File: src/rtl/div_result_fifo.sv
// div_result_fifo: elastic in-order buffer of {quotient, remainder} pairs behind the divider.
// Optional macro DIV_FIFO_BYPASS_EN: an empty buffer forwards a result in the same cycle.
module div_result_fifo #(
  parameter int WIDTH = 16,
  parameter int DEPTH = 4
) (
  input  logic                       clk,
  input  logic                       reset,
  input  logic                       src_valid,
  output logic                       src_ready,
  input  logic [WIDTH-1:0]           quotient_in,
  input  logic [WIDTH-1:0]           remainder_in,
  output logic                       dest_valid,
  input  logic                       dest_ready,
  output logic [WIDTH-1:0]           quotient_out,
  output logic [WIDTH-1:0]           remainder_out,
  output logic [$clog2(DEPTH+1)-1:0] count
);

  localparam int AW = (DEPTH > 1) ? $clog2(DEPTH) : 1;
  localparam int CW = $clog2(DEPTH + 1);
  localparam logic [CW-1:0] FULL_CNT = CW'(DEPTH);

  // Handshake: a beat transfers on a rising edge where valid & ready are both high;
  // valid never waits for ready, and src_ready depends only on the stored occupancy.
  logic [2*WIDTH-1:0] mem [DEPTH];
  logic [AW-1:0]      wr_ptr;
  logic [AW-1:0]      rd_ptr;
  logic [CW-1:0]      occ;
  logic               empty;
  logic               full;
  logic               push;
  logic               pop;

  assign empty     = (occ == '0);
  assign full      = (occ == FULL_CNT);
  assign src_ready = !full;
  assign count     = occ;

`ifdef DIV_FIFO_BYPASS_EN
  logic bypass;
  // Gated by reset so outputs stay quiet while the buffer is held in reset.
  assign bypass     = empty & src_valid & reset;
  assign dest_valid = !empty | bypass;
  assign {quotient_out, remainder_out} = bypass ? {quotient_in, remainder_in} : mem[rd_ptr];
  assign push       = src_valid & src_ready & ~(bypass & dest_ready);
  assign pop        = !empty & dest_ready;
`else
  assign dest_valid = !empty;
  assign {quotient_out, remainder_out} = mem[rd_ptr];
  assign push       = src_valid & src_ready;
  assign pop        = dest_valid & dest_ready;
`endif

  always_ff @(posedge clk or negedge reset) begin
    if (!reset) begin
      wr_ptr <= '0;
      rd_ptr <= '0;
      occ    <= '0;
      for (int i = 0; i < DEPTH; i++) begin
        mem[i] <= '0;
      end
    end else begin
      if (push) begin
        mem[wr_ptr] <= {quotient_in, remainder_in};
        wr_ptr      <= wr_ptr + AW'(1);
      end
      if (pop) begin
        rd_ptr <= rd_ptr + AW'(1);
      end
      case ({push, pop})
        2'b10:   occ <= occ + CW'(1);
        2'b01:   occ <= occ - CW'(1);
        default: occ <= occ;
      endcase
    end
  end

endmodule

File: config.mk
export PLATFORM = sky130hd
export DESIGN_NAME = div_result_fifo
export DESIGN_NICKNAME = d
export VERILOG_FILES = /design/src/rtl/div_result_fifo.sv
export SDC_FILE = /design/constraint.sdc
export NUM_CORES = 1
export LEC_CHECK = 0
export ABC_AREA = 1
export BUFFER_PORTS_ARGS = -buffer_cell sky130_fd_sc_hd__buf_2
export CORE_MARGIN = 1.5
export CORE_UTILIZATION = 53
export CTS_CLUSTER_DIAMETER = 100
export CTS_CLUSTER_SIZE = 10
export DETAILED_ROUTE_END_ITERATION = 10
export PLACE_DENSITY = 0.74
export SLEW_MARGIN = 20
export SYNTH_ARGS = -nofsm -noshare
export SYNTH_HDL_FRONTEND = slang
export SYNTH_SLANG_ARGS = --single-unit
export TNS_END_PERCENT = 5
File: constraint.sdc
create_clock -name clk -period 1.7 [get_ports clk]
set_input_delay 0.17 -clock clk [delete_from_list [all_inputs] [get_ports clk]]
set_output_delay 0.17 -clock clk [all_outputs]
set_load 0.03 [all_outputs]
==> impl_metrics.toml, run 1 <==
[status]
status = "complete, but fails checks"
violations = "negative setup slack"

[timing]
period_needed_ns = 1.88
fin_ws_ns = -0.181
finClkSkew_ns = 0.00584
finalHoldViolCount = 0
clock.fmax_mhz = 532
setup_violations = 33
rsz0062_at_grt = "true"
slew_headroom_pct = 57.6
fin_worst_hold_slack_ns = 0.0293
drv_slew = 0
tightest_slew_ns = 0.637
finalCritPeriodShare_pct = 111

[drt]
highest_layer = "met4"
vias_per_cell = 5.95
num_vias = 6395
dr_wl_met3_um = 1730
met2_wirelength_um = 9620
ant_nets = 0
wl_um = 19500
drt_iter0_markers = 747
drt_pass1_iterations = 6
wl_met1_um = 7850
drc_errors = 0
wl_per_cell_um = 18.1

[finish]
fin_nets = 938
layout-drive-gt1-share_pct = 21.1
layout_commonest_cell = "nand2_1"
diodes = 0
area.growth.synth_to_final_pct = 23.2
multiInputGateArea_sq_um = 3000
seqCellArea_sq_um = 3380
fillerInstances = 953
mostFrequentLayoutCells = "nand2_1 (271), dfrtp_1 (131), nand4_1 (129)"

[die]
ios = 73
die_w_um = 115
dieArea_sq_um = 13300
fp.coreArea_sq_um = 12200
rows = 40
die_h_um = 115
initial_core_util_pct = 55.1

[logic_synthesis]
syn_area_sq_um = 6700
ys_warn_count = 0
netlist_instances = 839
ys_seq_elements = 135
ys_types = 20
synth.avg_cell_area_sq_um = 7.99
seq_area_frac_synth_pct = 50.4
synth_fp_nets = 881

[clock_tree]
clkTransAtPathRegs_ns = 0.06
cts_root_buf = "clkbuf_16"
cts_tree = "built"
cts.sinks = 135
cts_buffers = 17
htreeDepth = 4
clockBufferDepth = 2
clock_latency_ns = 0.42

[setup_path]
crit_required_ns = 1.53
worst-path-max-fanout = 7
startpoint_type = "register"
arrival_ns = 1.71
crit_type = "register to output pin"
rrSetupSlack_ns = 0.02
crit_path_end_kind = "output pin"

[placement]
portBuffers = 72
place_congestion = 0.783
dpl.hpwl_um = 10500
dp_slack_ns = 0.0181

[power]
p_per_area_nw_per_um2 = 2330
comb_power_share_pct = 53.3
seq_power_share_pct = 29.2
netSwitchingPower_mw = 8.69
p_leak_nw = 4.17
ir_drop_uv = 1800
power_frac_clock_pct = 17.5
switching_share_pct = 45.1
intPower_mw = 10.6

[grt]
grt_max_degree = 105
grt_pass1_vias = 6073
overflow = 0
antenna_found_initial = 0
grt_pass1_wl_um = 30500
grtUsageTotal_pct = 29.4

[hold_path]
hold_class = "input pin to register"

[run]
cap_violations = 0
[registers in the layout, indices dropped and copies added, names as in the netlist]
register / count
count: 3
wr_ptr: 2
rd_ptr: 2
mem: 128
[Yosys cell counts]
master | n | share of area, %
nand2_1 | 275 | 15
dfrtp_1 | 135 | 50
nand4_1 | 129 | 12
nor2_1 | 96 | 5.4
o21ai_1 | 72 | 5.4
buf_2 | 40 | 3.0
o21ai_0 | 25 | 1.9
clkbuf_1 | 17 | 0.95
buf_1 | 9 | 0.50
buf_6 | 9 | 1.5
inv_1 | 9 | 0.50
ha_1 | 5 | 0.93
nand3_1 | 5 | 0.37
nand3_2 | 4 | 0.60
buf_4 | 3 | 0.34
inv_2 | 2 | 0.11
fa_1 | 1 | 0.30
nand2_4 | 1 | 0.17
nor2_2 | 1 | 0.093
xnor2_1 | 1 | 0.13
[logic make-up (layout without fill, tap and decap cells)]
family | count (synthesis) | count (layout) | synth area share (%)
and+or+nand+nor | 511 | 511 | 34.1
DFF | 135 | 135 | 50.4
AOI/OAI and AO/OA | 97 | 97 | 7.25
buffers and inverters | 89 | 157 | 6.91
adders and majority gates | 6 | 6 | 1.23
xor gates and xnor gates | 1 | 1 | 0.131
[repair_timing]
action	4_1_cts	5_1_grt
pin swaps	3	4
buffers inserted	2	4
resized for setup	62	47
hold endpoints to repair	27	0
hold buffers	1	0
gates cloned	1	4
setup endpoints to repair	34	82
[layer usage]
| metal | vias to the layer above | GRT usage (%) |
|---|---|---|
| met1 | 3082 | 40.9 |
| li1 | 2945 | - |
| met3 | 38 | 4.65 |
| met2 | 330 | 46.4 |
| met5 | - | 0 |
| met4 | 0 | 12.3 |
[power groups by stage]
stage	combinational, mW	clock, mW	sequential [mW]
after global routing	11.1	3.54	5.77
after CTS	9.43	3.40	5.55
after floorplan	6.22	0	5.43
after detailed placement	8.67	0	5.54
after global placement	8.46	0	5.48
final	10.3	3.38	5.62
[final cells by class]
cell class	count	share of cell area [%]
Inverter	11	0.591
Sequential cell	135	41.0
Clock inverter	3	0.182
Clock buffer	27	6.33
Tap cell	168	2.55
Multi-Input combinational cell	615	36.3
Timing Repair Buffer	116	13.0
[metrics by stage]
step | std cells | setup TNS, ns | power [mW] | instance area (sq um) | utilization, %
after floorplan | 839 | -0.259 | 11.6 | 6740 | -
after global placement | 1033 | 0 | 13.9 | 7260 | 59.7
after detailed placement | 1033 | 0 | 14.2 | 7260 | 59.7
after CTS | 1067 | -3.09 | 18.4 | 8000 | 65.7
after global routing | 1075 | -6.10 | 20.4 | 8260 | 67.9
final | 1075 | -4.13 | 19.3 | 8260 | 67.9
[worst max-delay path: stages (launching register included)]
cell and delay (ns):
dfrtp_2 0.41, buf_12 0.15, buf_4 0.16, clkbuf_16 0.16, nor2_2 0.12, o21ai_1 0.10, buf_4 0.18
[worst paths after layout]
path | start | endpoint | depth (start not counted)
max in group asynchronous | reset | count[2]$_DFFE_PN0P_ | 3
min in group asynchronous | reset | mem[93]$_DFFE_PN0P_ | 2
worst min-delay path | dest_ready | rd_ptr[1]$_DFFE_PN0P_ | 3
worst max register to register | count[1]$_DFFE_PN0P_ | count[2]$_DFFE_PN0P_ | 10
worst min register to register | mem[86]$_DFFE_PN0P_ | mem[86]$_DFFE_PN0P_ | 2
worst max-delay path | rd_ptr[0]$_DFFE_PN0P_ | remainder_out[0] | 6
Note: power is estimated with default switching activity, not from simulation.
==> run 2: changes to the inputs <==
--- a/config.mk
+++ b/config.mk
@@ -8,5 +8,4 @@
 export ABC_AREA = 1
-export BUFFER_PORTS_ARGS = -buffer_cell sky130_fd_sc_hd__buf_2
 export CORE_MARGIN = 1.5
-export CORE_UTILIZATION = 53
+export CORE_UTILIZATION = 57
 export CTS_CLUSTER_DIAMETER = 100
@@ -14,3 +13,4 @@
 export DETAILED_ROUTE_END_ITERATION = 10
-export PLACE_DENSITY = 0.74
+export DONT_BUFFER_PORTS = 1
+export PLACE_DENSITY = 0.73
 export SLEW_MARGIN = 20
--- a/constraint.sdc
+++ b/constraint.sdc
@@ -3,2 +3,2 @@
 set_output_delay 0.17 -clock clk [all_outputs]
-set_load 0.03 [all_outputs]
+set_load 0.1 [all_outputs]
==> run 2 against run 1 <==
Effect of this change:
- the run ends with negative hold slack, negative setup slack left
- register-to-register slack worse by 0.06 ns
- global-route usage up 3.1 points
- clock skew up 0.0026 ns
- highest routed layer unchanged
- via count up 2.3%
- first-iteration DRC count up 15%
- die area down 6.8%
- sequential share of layout area down 3.2 points
- critical path type unchanged
- sequential cell count unchanged
- cell area up 8.8%
==> impl_metrics.toml, run 2 (synthesized netlist as in run 1, its figures left out) <==
[timing]
tightest_slew_ns = 0.455
period_needed_ns = 1.89
clock.fmax_mhz = 528
fin_ws_ns = -0.195
slew_headroom_pct = 69.7
finalCritPeriodShare_pct = 111
finalHoldViolCount = 255
drv_slew = 0
finClkSkew_ns = 0.00841
setup_violations = 34
fin_worst_hold_slack_ns = -0.555
rsz0062_at_grt = "true"

[grt]
antenna_found_initial = 0
grt_pass1_wl_um = 32200
grtUsageTotal_pct = 32.5
overflow = 0
grt_max_degree = 136
grt_pass1_vias = 6394

[clock_tree]
cts.sinks = 135
clock_latency_ns = 0.42
htreeDepth = 4
clockBufferDepth = 2
clkTransAtPathRegs_ns = 0.06
cts_root_buf = "clkbuf_16"
cts_buffers = 17
ctsHoldBuffers = 33
cts_tree = "built"

[setup_path]
arrival_ns = 1.72
startpoint_type = "register"
crit_type = "register to output pin"
crit_path_end_kind = "output pin"
crit_required_ns = 1.53
worst-path-max-fanout = 20

[finish]
mostFrequentLayoutCells = "nand2_1 (271), dfrtp_1 (131), nand4_1 (129)"
regMostFlops = "mem"
fin_nets = 929
layout_commonest_cell = "nand2_1"
layout-drive-gt1-share_pct = 18.9
area.growth.synth_to_final_pct = 34.0
diodes = 0
largest_reg_flops = 128

[drt]
ant_nets = 0
wl_per_cell_um = 19.4
drc_errors = 0
num_vias = 6544
wl_um = 20200
vias_per_cell = 6.27
drt_iter0_markers = 861
drt_pass1_iterations = 6

[die]
rows = 39
die_h_um = 111
initial_core_util_pct = 58.7
die_w_um = 111
dieArea_sq_um = 12400
ios = 73
fp.coreArea_sq_um = 11400

[status]
violations = "negative hold slack, negative setup slack"
status = "complete, but fails checks"

[placement]
place_congestion = 0.794
portBuffers = 0
dpl.hpwl_um = 10100

[run]
cap_violations = 0

[hold_path]
hold_class = "input pin to asynchronous set/reset pin"
==> run 2: cell types whose count changed in the layout (fill, tap and decap cells not counted), moves of 5 or more <==
cell           change
buf_12            +29
buf_2             -39
buf_4             -27
buf_6              -5
dlygate4sd3_1     +32
nor2_1            +21
nor2_2            -17
o21ai_0            -5
o21ai_1           -31
o21ai_2           +31
o21ai_4            +5
==> run 2: path summary, 6_finish.rpt <==
kind	start	end	slack [ns]	cells after the start
worst max register to register	count[0]$_DFFE_PN0P_	count[1]$_DFFE_PN0P_	-0.04	9
min in group clk	src_valid	mem[45]$_DFFE_PN0P_	-0.08	2
worst min register to register	mem[103]$_DFFE_PN0P_	mem[103]$_DFFE_PN0P_	0.47	2
max in group asynchronous	reset	count[1]$_DFFE_PN0P_	2.02	0
worst min-delay path	reset	mem[125]$_DFFE_PN0P_	-0.55	0
worst max-delay path	rd_ptr[0]$_DFFE_PN0P_	remainder_out[2]	-0.19	5
==> run 2: repair_timing <==
action / in CTS / in global routing
pin swaps: 2 / 3
endpoints found under the hold margin: 267 / 265
gates resized for setup: 10 / 38
buffers inserted: 2 / 1
endpoints found under the setup margin: 41 / 36
cloned: 4 / 4
==> run 2: routing by layer <==
| metal | vias to the layer above | wire, um | part of all wire [%] | global-route usage (%) |
|---|---|---|---|---|
| met1 | 3137 | 7880 | 39 | 44.7 |
| li1 | 2940 | - | - | - |
| met2 | 420 | 9800 | 48 | 50.0 |
| met5 | - | 0 | 0 | 0 |
| met4 | 0 | 460 | 2.3 | 12.0 |
| met3 | 47 | 2080 | 10 | 8.87 |
==> run 2: through the flow <==
stage | instance area, sq um | util, % | TNS (ns) | std cells | worst slack, ns
2_1_floorplan | 6920 | - | -5.44 | 839 | -0.349
3_3_place_gp | 7660 | 67.1 | -0.0107 | 967 | -0.0107
3_5_place_dp | 7660 | 67.1 | -0.0738 | 967 | -0.0533
4_1_cts | 8810 | 77.2 | -5.57 | 1038 | -0.202
5_1_grt | 8980 | 78.7 | -7.40 | 1043 | -0.267
6_report | 8980 | 78.7 | -5.02 | 1043 | -0.195
==> run 2: cell type report <==
class | count | area (sq um)
fillers | 701 | 2440
flip-flops and latches | 135 | 3390
inverters | 11 | 46.3
clock inverters | 7 | 113
repair buffers | 107 | 1610
clock buffers | 25 | 526
well taps | 143 | 179
multi-input cells | 615 | 3110
==> run 2: critical path, stage by stage (launching register included) <==
cell	delay, ns
dfrtp_2	0.45
buf_4	0.17
clkbuf_16	0.19
nor2_1	0.08
o21ai_2	0.20
buf_12	0.20
Power of run 2 is left out: the tool's default activity adds up to more than one toggle a clock period on the data nets, which glitch-free logic cannot reach.
==> run 3: changes to the inputs <==
==> constraint.sdc (replaced) <==
create_clock -name clk -period 1.7 [get_ports clk]
set_input_delay 0.51 -clock clk [delete_from_list [all_inputs] [get_ports clk]]
set_output_delay 0.51 -clock clk [all_outputs]
set_load 0.1 [all_outputs]
==> run 3 against run 2 <==
Effect of this change:
- the run still ends with negative hold slack, negative setup slack left
- die area stayed put
- hold slack better by 0.34 ns
- register-to-register slack worse by 0.08 ns
- cell area is 2.6% lower
- sequential share of layout area is 1.0 points higher
- via count is 3.9% lower
- setup slack worse by 0.34 ns
- clock skew is 0.00055 ns lower
- global-route usage is 0.60 points lower
- sequential cell count stayed put
- highest routed layer unchanged
==> impl_metrics.toml, run 3 (synthesized netlist as in run 1, its figures left out) <==
[status]
status = "complete, but fails checks"
violations = "negative hold slack, negative setup slack"

[drt]
drc_errors = 0
vias_per_cell = 6.25
wl_um = 19000
drt_pass1_iterations = 7
ant_nets = 0
dr_wl_met3_um = 1440
met2_wirelength_um = 9620
wl_per_cell_um = 18.9
wl_met1_um = 7370
highest_layer = "met4"
drt_iter0_markers = 563
num_vias = 6290

[timing]
finClkSkew_ns = 0.00786
clock.fmax_mhz = 447
finalHoldViolCount = 135
setup_violations = 36
tightest_slew_ns = 0.447
rsz0062_at_grt = "true"
fin_worst_hold_slack_ns = -0.218
finalCritPeriodShare_pct = 132
drv_slew = 0
slew_headroom_pct = 70.2
fin_ws_ns = -0.540
period_needed_ns = 2.24

[setup_path]
rrSetupSlack_ns = -0.12
startpoint_type = "register"
slowest_stage = "dfrtp_2"
crit_required_ns = 1.19
crit_type = "register to output pin"
critPathTopFamily = "buffers and inverters"
r2r_end = "count[2]$_DFFE_PN0P_"
reg2reg_from = "count[0]$_DFFE_PN0P_"
cpMostUsedCell = "buf_12"
arrival_ns = 1.73
critPathMaxStageDelay_ns = 0.46
worst-path-max-fanout = 16
reg2regPathDepth = 10
cp_num_buf_inv = 3
path_cells = "inv_4, buf_12, o21ai_0, o21ai_4, buf_12"
crit_path_end_kind = "output pin"

[grt]
antenna_found_initial = 0
grt_max_degree = 136
grt_pass1_vias = 6460
overflow = 0
grtUsageTotal_pct = 31.9
grt_pass1_wl_um = 31800

[die]
rows = 39
die_w_um = 111
ios = 73
dieArea_sq_um = 12400
die_h_um = 111
fp.coreArea_sq_um = 11400
initial_core_util_pct = 58.7

[placement]
dp_slack_ns = -0.171
dpl.hpwl_um = 10800
place_congestion = 0.790
portBuffers = 0
placed_area_sq_um = 8020

[clock_tree]
cts_buffers = 17
htreeDepth = 4
cts_tree = "built"
cts_root_buf = "clkbuf_16"
clock_latency_ns = 0.42
clkTransAtPathRegs_ns = 0.05
cts.sinks = 135
clockBufferDepth = 2
post-cts-setup-buffers = 0

[finish]
mostFrequentLayoutCells = "nand2_1 (272), dfrtp_1 (131), nand4_1 (129)"
final_area_sq_um = 8740
fin_nets = 893
largest_reg_flops = 128
layout_commonest_cell = "nand2_1"
layout-drive-gt1-share_pct = 20.4
diodes = 0
regMostFlops = "mem"
area.growth.synth_to_final_pct = 30.5

[run]
cap_violations = 0

[hold_path]
hold_class = "input pin to asynchronous set/reset pin"
-- run 3: how the worst max path moves through the flow --
stage / startpoint / to / slack [ns] / cells past startpoint
floorplan: count[0]$_DFFE_PN0P_ / count[2]$_DFFE_PN0P_ / -0.35 / 11
global placement: rd_ptr[0]$_DFFE_PN0P_ / quotient_out[9] / -0.13 / 5
detailed placement: rd_ptr[0]$_DFFE_PN0P_ / quotient_out[7] / -0.17 / 5
CTS: rd_ptr[0]$_DFFE_PN0P_ / quotient_out[7] / -0.54 / 5
global route: rd_ptr[0]$_DFFE_PN0P_ / quotient_out[7] / -0.59 / 5
finish: rd_ptr[0]$_DFFE_PN0P_ / quotient_out[9] / -0.54 / 5
-- run 3: worst reg2reg max path, cell delays in order (launching register included) --
cell and delay, ns:
dfrtp_4 0.48, nor2_4 0.20, nand2_4 0.11, nand2_4 0.10, ha_4 0.14, inv_2 0.04
fa_2 0.34, inv_1 0.07, nand2_1 0.07, nand4_1 0.10, nand2_1 0.06
-- run 3: area by class of cell --
cell class | instances | area [sq um]
Clock buffer | 24 | 492
Clock inverter | 8 | 95.1
Fill cell | 786 | 2670
Inverter | 11 | 43.8
Multi-Input combinational cell | 615 | 3420
Sequential cell | 135 | 3390
Tap cell | 143 | 179
Timing Repair Buffer | 71 | 1130
-- run 3: what timing repair did --
action,in CTS,in global routing
endpoints found under the hold margin,135,135
endpoints found under the setup margin,36,41
resized for setup,35,10
pin swaps,2,0
gates cloned,1,0
-- run 3: stage by stage --
| step | utilization [%] | TNS [ns] | cells |
|---|---|---|---|
| floorplan | - | -7.23 | 839 |
| global placement | 70.2 | -2.25 | 974 |
| detailed placement | 70.2 | -3.02 | 974 |
| CTS | 76.2 | -16.64 | 1007 |
| global route | 76.6 | -18.73 | 1007 |
| finish | 76.6 | -16.76 | 1007 |
-- run 3: layer usage --
metal	vias to the layer above	GRT usage [%]
li1	2860	-
met1	3079	39.1
met2	298	53.1
met3	53	7.78
met4	0	15.8
met5	-	0
Power of run 3 is left out for the same reason.
